`src/rtl/goose_pkg.sv`:
```
// Shared goose-run definitions: game state encoding, screen geometry defaults
// and score sizing used by the bean, collision and score-display stages.
package goose_pkg;

  typedef enum logic [1:0] {
    IDLE = 2'd0,
    RUN  = 2'd1,
    HIT  = 2'd2,
    OVER = 2'd3
  } game_state_t;

  localparam int unsigned H_LAST_DEF    = 639;
  localparam int unsigned V_LAST_DEF    = 479;
  localparam int unsigned SCORE_W       = 14;
  localparam int unsigned SCORE_MAX_DEF = 9999;

  function automatic logic [3:0] sat_inc4(input logic [3:0] v);
    return (v == 4'hF) ? v : v + 4'd1;
  endfunction

endpackage

```
`src/rtl/btn_arm.sv`:
```
// Press qualification: a press only starts the game if the buttons were seen
// fully released on the previous cycle, so a held button never retriggers.
module btn_arm (
  input  logic       clk,
  input  logic       reset,
  input  logic [1:0] button,
  output logic       start_req
);

  logic arm;

  // Any press consumes the arm; only an all-released sample re-arms.
  always_ff @(posedge clk) begin
    if (!reset) arm <= 1'b0;
    else        arm <= (button == 2'b00);
  end

  assign start_req = (|button) & arm;

endmodule

```
`src/rtl/collision_ctrl.sv`:
```
// Per-frame goose/bean collision detector and IDLE/RUN/HIT/OVER game
// controller, including score, freeze timer and bean-stage restart pulse.
module collision_ctrl
  import goose_pkg::*;
#(
  parameter int unsigned H_LAST        = H_LAST_DEF,
  parameter int unsigned V_LAST        = V_LAST_DEF,
  parameter int unsigned HIT_THRESH    = 4,
  parameter int unsigned FREEZE_FRAMES = 30,
  parameter int unsigned SCORE_DIV     = 6,
  parameter int unsigned SCORE_MAX     = SCORE_MAX_DEF
) (
  input  logic               clk,
  input  logic               reset,
  input  logic [9:0]         x,
  input  logic [9:0]         y,
  input  logic               goose,
  input  logic               bean,
  input  logic [1:0]         button,
  output logic               check_hit,
  output logic               game_over,
  output logic               running,
  output logic               restart,
  output logic [SCORE_W-1:0] score,
  output logic [1:0]         state
);

  localparam int unsigned DIV_W = $clog2(SCORE_DIV);
  localparam int unsigned FRZ_W = $clog2(FREEZE_FRAMES);

  localparam logic [9:0]         X_LAST   = 10'(H_LAST);
  localparam logic [9:0]         Y_LAST   = 10'(V_LAST);
  localparam logic [3:0]         THRESH   = 4'(HIT_THRESH);
  localparam logic [DIV_W-1:0]   DIV_LAST = DIV_W'(SCORE_DIV - 1);
  localparam logic [FRZ_W-1:0]   FRZ_LAST = FRZ_W'(FREEZE_FRAMES - 1);
  localparam logic [SCORE_W-1:0] SC_MAX   = SCORE_W'(SCORE_MAX);

  game_state_t        state_q, state_next;
  logic               start_req;
  logic [3:0]         ovl, ovl_next;
  logic [DIV_W-1:0]   div;
  logic [FRZ_W-1:0]   frz;
  logic               fe, hit_px, hit_now;
  logic               check_hit_d, game_over_d, running_d, restart_d;

  btn_arm u_btn_arm (
    .clk       (clk),
    .reset     (reset),
    .button    (button),
    .start_req (start_req)
  );

  assign fe       = (x == X_LAST) && (y == Y_LAST);
  assign hit_px   = (state_q == RUN) && goose && bean && (x <= X_LAST) && (y <= Y_LAST);
  // The frame-end pixel itself is included before the threshold compare.
  assign ovl_next = hit_px ? sat_inc4(ovl) : ovl;
  assign hit_now  = (ovl_next >= THRESH);

  always_ff @(posedge clk) begin
    if (!reset) state_q <= IDLE;
    else        state_q <= state_next;
  end

  always_comb begin
    state_next = state_q;
    case (state_q)
      IDLE:    if (start_req)               state_next = RUN;
      RUN:     if (fe && hit_now)           state_next = HIT;
      HIT:     if (fe && (frz == FRZ_LAST)) state_next = OVER;
      OVER:    if (start_req)               state_next = RUN;
      default:                              state_next = IDLE;
    endcase
  end

  always_comb begin
    check_hit_d = (state_next == HIT) || (state_next == OVER);
    game_over_d = (state_next == OVER);
    running_d   = (state_next == RUN);
    restart_d   = ((state_q == IDLE) || (state_q == OVER)) && start_req;
  end

  always_ff @(posedge clk) begin
    if (!reset) begin
      check_hit <= 1'b0;
      game_over <= 1'b0;
      running   <= 1'b0;
      restart   <= 1'b0;
    end else begin
      check_hit <= check_hit_d;
      game_over <= game_over_d;
      running   <= running_d;
      restart   <= restart_d;
    end
  end

  always_ff @(posedge clk) begin
    if (!reset) begin
      ovl   <= '0;
      div   <= '0;
      frz   <= '0;
      score <= '0;
    end else begin
      ovl <= ((state_q == RUN) && !fe) ? ovl_next : '0;
      case (state_q)
        IDLE, OVER: begin
          if (start_req) begin
            score <= '0;
            div   <= '0;
          end
        end
        RUN: begin
          // A hit on the wrapping frame wins: no score step that frame.
          if (fe && hit_now) begin
            frz <= '0;
          end else if (fe) begin
            if (div == DIV_LAST) begin
              div <= '0;
              if (score != SC_MAX) score <= score + SCORE_W'(1);
            end else begin
              div <= div + DIV_W'(1);
            end
          end
        end
        HIT: begin
          if (fe) frz <= frz + FRZ_W'(1);
        end
        default: ;
      endcase
    end
  end

  assign state = state_q;

endmodule
```
`config.mk`:
```
export PLATFORM = sky130hd
export DESIGN_NAME = collision_ctrl
export DESIGN_NICKNAME = d
export VERILOG_FILES = /design/src/rtl/goose_pkg.sv /design/src/rtl/btn_arm.sv /design/src/rtl/collision_ctrl.sv
export SDC_FILE = /design/constraint.sdc
export NUM_CORES = 1
export LEC_CHECK = 0
export ABC_AREA = 1
export ABC_CLOCK_PERIOD_IN_PS = 2000
export CAP_MARGIN = 10
export CELL_PAD_IN_SITES_DETAIL_PLACEMENT = 1
export CELL_PAD_IN_SITES_GLOBAL_PLACEMENT = 2
export CORE_MARGIN = 3
export CORE_UTILIZATION = 27
export DETAILED_ROUTE_END_ITERATION = 16
export GPL_TIMING_DRIVEN = 0
export PLACE_DENSITY_LB_ADDON = 0.08
export RECOVER_POWER = 25
export SYNTH_ARGS = -nofsm -noshare
export SYNTH_HDL_FRONTEND = slang
export SYNTH_HIERARCHICAL = 1
export SYNTH_SLANG_ARGS = --single-unit
```
`constraint.sdc`:
```
create_clock -name clk -period 2 [get_ports clk]
set_input_delay 0.5 -clock clk [delete_from_list [all_inputs] [get_ports clk]]
set_output_delay 0.5 -clock clk [all_outputs]
set_load 0.005 [all_outputs]
```
; Word level (Yosys, flattened, before mapping)
; Index checks and enable logic that the tools add are counted.
[totals]
reg_bits = 33
input_bits = 26
output_inout_bits = 20
word_cells = 79
[classes]
addsub = 4
n_lt_le_gt_ge = 3
eq_ne = 19
muxes = 20
bitwise_logic = 1
n_reduce_logical = 22
[op_table]
columns = operator, count
row1 = $mux 14, 5
row2 = $pmux 14 s2, 1
row3 = $add 14x1->14 const B, 1
row4 = $ne 14x14->1 const B, 1
row5 = $mux 3, 4
row6 = $eq 10x10->1 const B, 1
row7 = $eq 10x9->1 const B, 1
row8 = $le 10x10->1 const B, 1
row9 = $le 10x9->1 const B, 1
row10 = $mux 5, 2
row11 = $pmux 5 s2, 1
row12 = $logic_and 1x1->1, 9
row13 = $eq 2x2->1 const B, 4
row14 = $mux 4, 2
row15 = $ne 2x1->1 const B, 4
row16 = $mux 2, 3
row17 = $ne 2x2->1 const B, 3
row18 = $pmux 2 s3, 1
row19 = $pmux 3 s2, 1
row20 = $reduce_and 6->1, 1
row21 = $add 5x1->5 const B, 1
row22 = $eq 5x5->1 const B, 1
row23 = $add 4x1->4 const B, 1
row24 = $eq 2x1->1 const B, 2
row25 = 13 further kinds, 17

; Logic depth before layout (Yosys ltp)
[depth]
word_depth = 12
ltp_mapped = 15

; By module
; The synthesis kept the hierarchy.
[modules_own_cells]
columns = mod, instances, cells_each, area_per_inst_um2, seq_area_each_um2
row1 = collision_ctrl, 1, 321, 2073.2, 620.6
row2 = btn_arm, 1, 9, 52.6, 20.0

; Worst setup path before layout
; No wires, ideal clock.
[synth_timing]
kind = reg-to-reg
start = reg state_q[1] (netlist: state[1])
end = reg score[9]
arrival_ps = 1720
required_ps = 1887
path_slack_ps = 167
path_stages_with_launch = 11
n_path_buf = 2
synth_period_minus_slack_ps = 1833
path_cell_list = dfxtp_1 -> inv_1 -> ha_1 -> buf_4 -> inv_2 -> nor2_2 -> a31oi_4 -> nand3_4 -> buf_6 -> nor2_1 -> nor2_1
[synth_between]
elab_chain_len = 10
word_cells_on_any_way = 19
[synth_lines]
columns = item, line
row1 = start: declaration, collision_ctrl.sv:38  ; game_state_t state_q, state_next;
row2 = start signal: assignment, collision_ctrl.sv:61  ; else state_q <= state_next;
row3 = $eq 2x1->1, "collision_ctrl.sv:54, collision_ctrl.sv:104"
row4 = $logic_and 1x1->1 (4 in series), collision_ctrl.sv:54  ; assign hit_px = (state_q == RUN) && goose && bean && (x <= X_LAST) && (y <= Y_LAST);
row5 = $mux 4, collision_ctrl.sv:56  ; assign ovl_next = hit_px ? sat_inc4(ovl) : ovl;
row6 = $ge 4x3->1, collision_ctrl.sv:57  ; assign hit_now = (ovl_next >= THRESH);
row7 = $logic_and 1x1->1, collision_ctrl.sv:113  ; if (fe && hit_now) begin
row8 = $ne 2x2->1 (no line), -
row9 = $reduce_and 6->1 (no line), -
row10 = end signal: assignment, collision_ctrl.sv:118  ; if (score != SC_MAX) score <= score + SCORE_W'(1);
row11 = end: declaration, collision_ctrl.sv:24  ; output logic [SCORE_W-1:0] score,
; Parallel ways exist; a longest one is shown, timed or not.
; A chain may end at the register's enable or synchronous reset.

; Final worst setup path
[layout_timing]
start = in y[4]
end = reg score[4]
[layout_between]
elab_chain_len = 7
word_cells_on_any_way = 10
[layout_lines]
columns = item, line
row1 = start: declaration, collision_ctrl.sv:16  ; input logic [9:0] y,
row2 = $le 10x9->1, collision_ctrl.sv:54
row3 = $logic_and 1x1->1, collision_ctrl.sv:54
row4 = $mux 4, collision_ctrl.sv:56
row5 = $ge 4x3->1, collision_ctrl.sv:57
row6 = $logic_and 1x1->1, collision_ctrl.sv:113
row7 = $ne 2x2->1 (no line), -
row8 = $reduce_and 6->1 (no line) (*), -
; Every way passes the cells marked *; elsewhere a longest branch is shown, timed or not.

==> out/metrics.yaml <==
place:
  dpl_worst_slack_ns: -0.457
  numPortBuffers: 45
  hpwlAfterDp_um: 4810
  gp_congestion: 0.745
power_and_ir_drop:
  power_switching_mw: 1.22
  p_per_area_mw_per_mm2: 979
  combinationalPowerShare_pct: 49.5
  p_leak_nw: 1.41
  ir_drop_mv: 0.368
  power_frac_clock_pct: 20.1
  p_seq_share_pct: 30.4
  intPower_mw: 1.88
  netSwitchingFraction_pct: 39.2
grt:
  grt_max_degree: 11
  grt_usage_pct: 15.5
  antenna_found_initial: 0
  gr-total-overflow: 0
  grt_pass1_vias: 2280
  grt_pass1_wl_um: 11100
yosys:
  synth_compound_area_share_pct: 7.00
  synthSimpleGateAreaFrac_pct: 44.8
  synth-warning-count: 6
  syn_nets: 363
  syn_avg_cell_area_um2: 6.44
  synthMuxAreaShare_pct: 0
  synthAdderAreaFrac_pct: 4.12
  synth-xor-area-share_pct: 1.65
  synth_area_mm2: 0.00213
  synth_top_family_by_area: "simple AND/OR/NAND/NOR gates"
  postSynthCellCount: 330
  synth.distinct_cells: 36
  yosysSeqAreaShare_pct: 30.1
  synth-seq-cells: 32
layout:
  antennaDiodeCount: 0
  fillCellCount: 953
  final_cell_mix: "nand2_1 (68), inv_1 (49), nor2_1 (49)"
  syn2layout_area_growth_pct: 49.0
  seq_area_um2: 648
  layout_commonest_cell: "nand2_1"
  drive_gt1_share_pct: 21.6
  nets: 434
  multi_input_area_mm2: 0.00136
  fin_util_pct: 42.5
clock_tree:
  postCtsHoldBufs: 0
  cts.sinks: 32
  cts_buffer_depth: 2
  cts_tree: "yes"
  clk-insertion-delay-late_ns: 0.28
  clkTransAtPathRegs_ns: 0.08
  cts_made_buffers: 5
  cts-root-buf: "clkbuf_8"
  cts_max_level: 2
die:
  core_area_mm2: 0.00745
  fp.dieH_um: 94.7
  rows: 31
  initial_core_util_pct: 28.5
  io_pins: 46
  die_w_um: 94.7
  die-area_mm2: 0.00897
worst_setup_path:
  crit_type: "input pin to register"
  r2r_slack_ns: 0.13
  critPathMaxFanout: 5
  worst_path_most_repeated_cell: "nor2_4"
  worstSetupStartpoint: "y[4]"
  slowest_delay_ns: 0.45
  crit_arrival_ns: 2.14
  crit_slowest_cell: "clkdlybuf4s50_1"
  cpLargestDelayFamily: "simple AND/OR/NAND/NOR gates"
  cp_cell_sequence: "clkdlybuf4s50_1 -> nand2_1 -> nor2_1 -> nand3_1 -> nor2_4 -> nor2_4 -> nor2_4 -> nand3_4 -> buf_4 -> nand2_1 -> inv_1 -> nor2_1"
  crit_required_ns: 2.23
  r2r-start: "state[1]"
  path_buf_inv: 3
  cp-start-kind: "input pin"
  cp-end-kind: "register"
sta:
  rsz0062_at_grt: "yes"
  slew_headroom_pct: 77.8
  finClkSkew_ns: 0.0122
  fin_crit_ns: 1.92
  fin_ws_ns: 0.0847
  worstMarginPinSlew_ns: 0.330
  slew_violations: 0
  finalCritPeriodShare_pct: 95.8
  finalHoldViolCount: 0
  finalSetupViolations: 0
  tns_ns: 0
  max_freq_mhz: 522
detailed_routing:
  drt_wl_total_um: 6540
  wl_per_cell_um: 13.0
  drt-initial-drc-count: 53
  drcViolationCount: 0
  dr.pass1.iters: 4
  postRouteAntennaNets: 0
  vias: 2246
  via_per_inst: 4.48
run:
  drv_cap: 0
min_path:
  min_from: "div[2]"
  holdCritPathClass: "register to register"
status:
  status: "complete, no violations"
## logic make-up (layout without fill, tap and decap cells)
group,Yosys count,in the layout
simple gates,201,201
buf+inv,63,135
flops,32,32
compound gates,23,23
fa+ha+maj,7,7
xor+xnor,4,4
## synth_stat cells
library cell / instances / area share, %
nand2_2: 5 / 1.5
nand3_2: 2 / 0.94
nor2_1: 59 / 10
nor4_4: 1 / 1.0
nor3b_1: 1 / 0.35
nand3_4: 1 / 0.82
inv_1: 52 / 9.2
o211ai_1: 1 / 0.35
xnor2_1: 1 / 0.41
a31oi_4: 1 / 1.0
a211o_1: 1 / 0.41
o31ai_1: 1 / 0.35
o21ai_0: 5 / 1.2
nand2_1: 74 / 13
nor2_4: 2 / 1.1
o21a_1: 1 / 0.35
clkbuf_1: 1 / 0.18
buf_2: 2 / 0.47
nand4_1: 15 / 4.4
nand3_1: 25 / 5.9
buf_6: 1 / 0.53
buf_4: 2 / 0.71
dfxtp_1: 32 / 30
xor2_1: 3 / 1.2
a211oi_1: 1 / 0.35
nor3b_4: 1 / 0.88
ha_1: 7 / 4.1
nor4_1: 2 / 0.59
inv_2: 3 / 0.53
nor4_2: 1 / 0.59
a21oi_1: 11 / 2.6
nor3_1: 5 / 1.2
nor2_2: 6 / 1.8
o21ai_2: 1 / 0.41
nand3b_1: 1 / 0.35
clkbuf_4: 2 / 0.71
## power groups by stage
| stage | registers [mW] | clock network [mW] | logic [mW] |
|---|---|---|---|
| finish | 0.942 | 0.622 | 1.54 |
| global route | 0.966 | 0.676 | 1.73 |
| CTS | 0.936 | 0.647 | 1.50 |
| detailed placement | 0.944 | 0 | 1.33 |
| global placement | 0.942 | 0 | 1.31 |
| floorplan | 0.914 | 0 | 0.811 |
## path summary, 6_finish.rpt
kind	end	cells after the start
max	score[4]	12
min	div[2]	2
max reg2reg	score[4]	13
min reg2reg	div[2]	2
## metrics by stage
stage / instance area [µm²] / hold slack, ns / cells / total power [mW]
5_1_grt: 3170 / 0.521 / 501 / 3.37
3_3_place_gp: 2700 / 0.483 / 474 / 2.25
6_report: 3170 / 0.498 / 501 / 3.10
4_1_cts: 2980 / 0.505 / 496 / 3.08
2_1_floorplan: 2130 / 0.464 / 330 / 1.72
3_5_place_dp: 2700 / 0.493 / 474 / 2.27
## layer usage
layer | wire length, µm | vias up | track usage [%]
met3 | 139 | 2 | 2.87
met4 | 48 | 0 | 3.61
li1 | - | 1187 | -
met1 | 3390 | 1034 | 21.4
met5 | 0 | - | 0
met2 | 2960 | 23 | 25.0
## cell type report
cell class	count	area share [%]
buffer	8	2.29
clock buffer	6	2.29
clock inverter	2	1.11
inverter	55	6.52
multi-input combinational	235	43.0
sequential	32	20.5
tap	99	3.91
timing repair buffer	64	20.4
## registers in the layout (all words and copies together) (netlist names)
signal and cells:
div 3, frz 5, game_over 1, ovl 4, restart 1, running 1, score 14, state 2
u_btn_arm/arm 1
## worst min-delay path: stages, from the launching register on
cell	delay, ns
dfxtp_1	0.33
nand2_1	0.07
a21oi_1	0.05
## repair_timing
| action | CTS | global route |
|---|---|---|
| cloned | 1 | 1 |
| gates resized for setup | 34 | 41 |
| pin swaps | 19 | 21 |
| setup buffers | 13 | 4 |
| endpoints found under the setup margin | 19 | 25 |
Note: power is estimated with default switching activity, not from simulation.
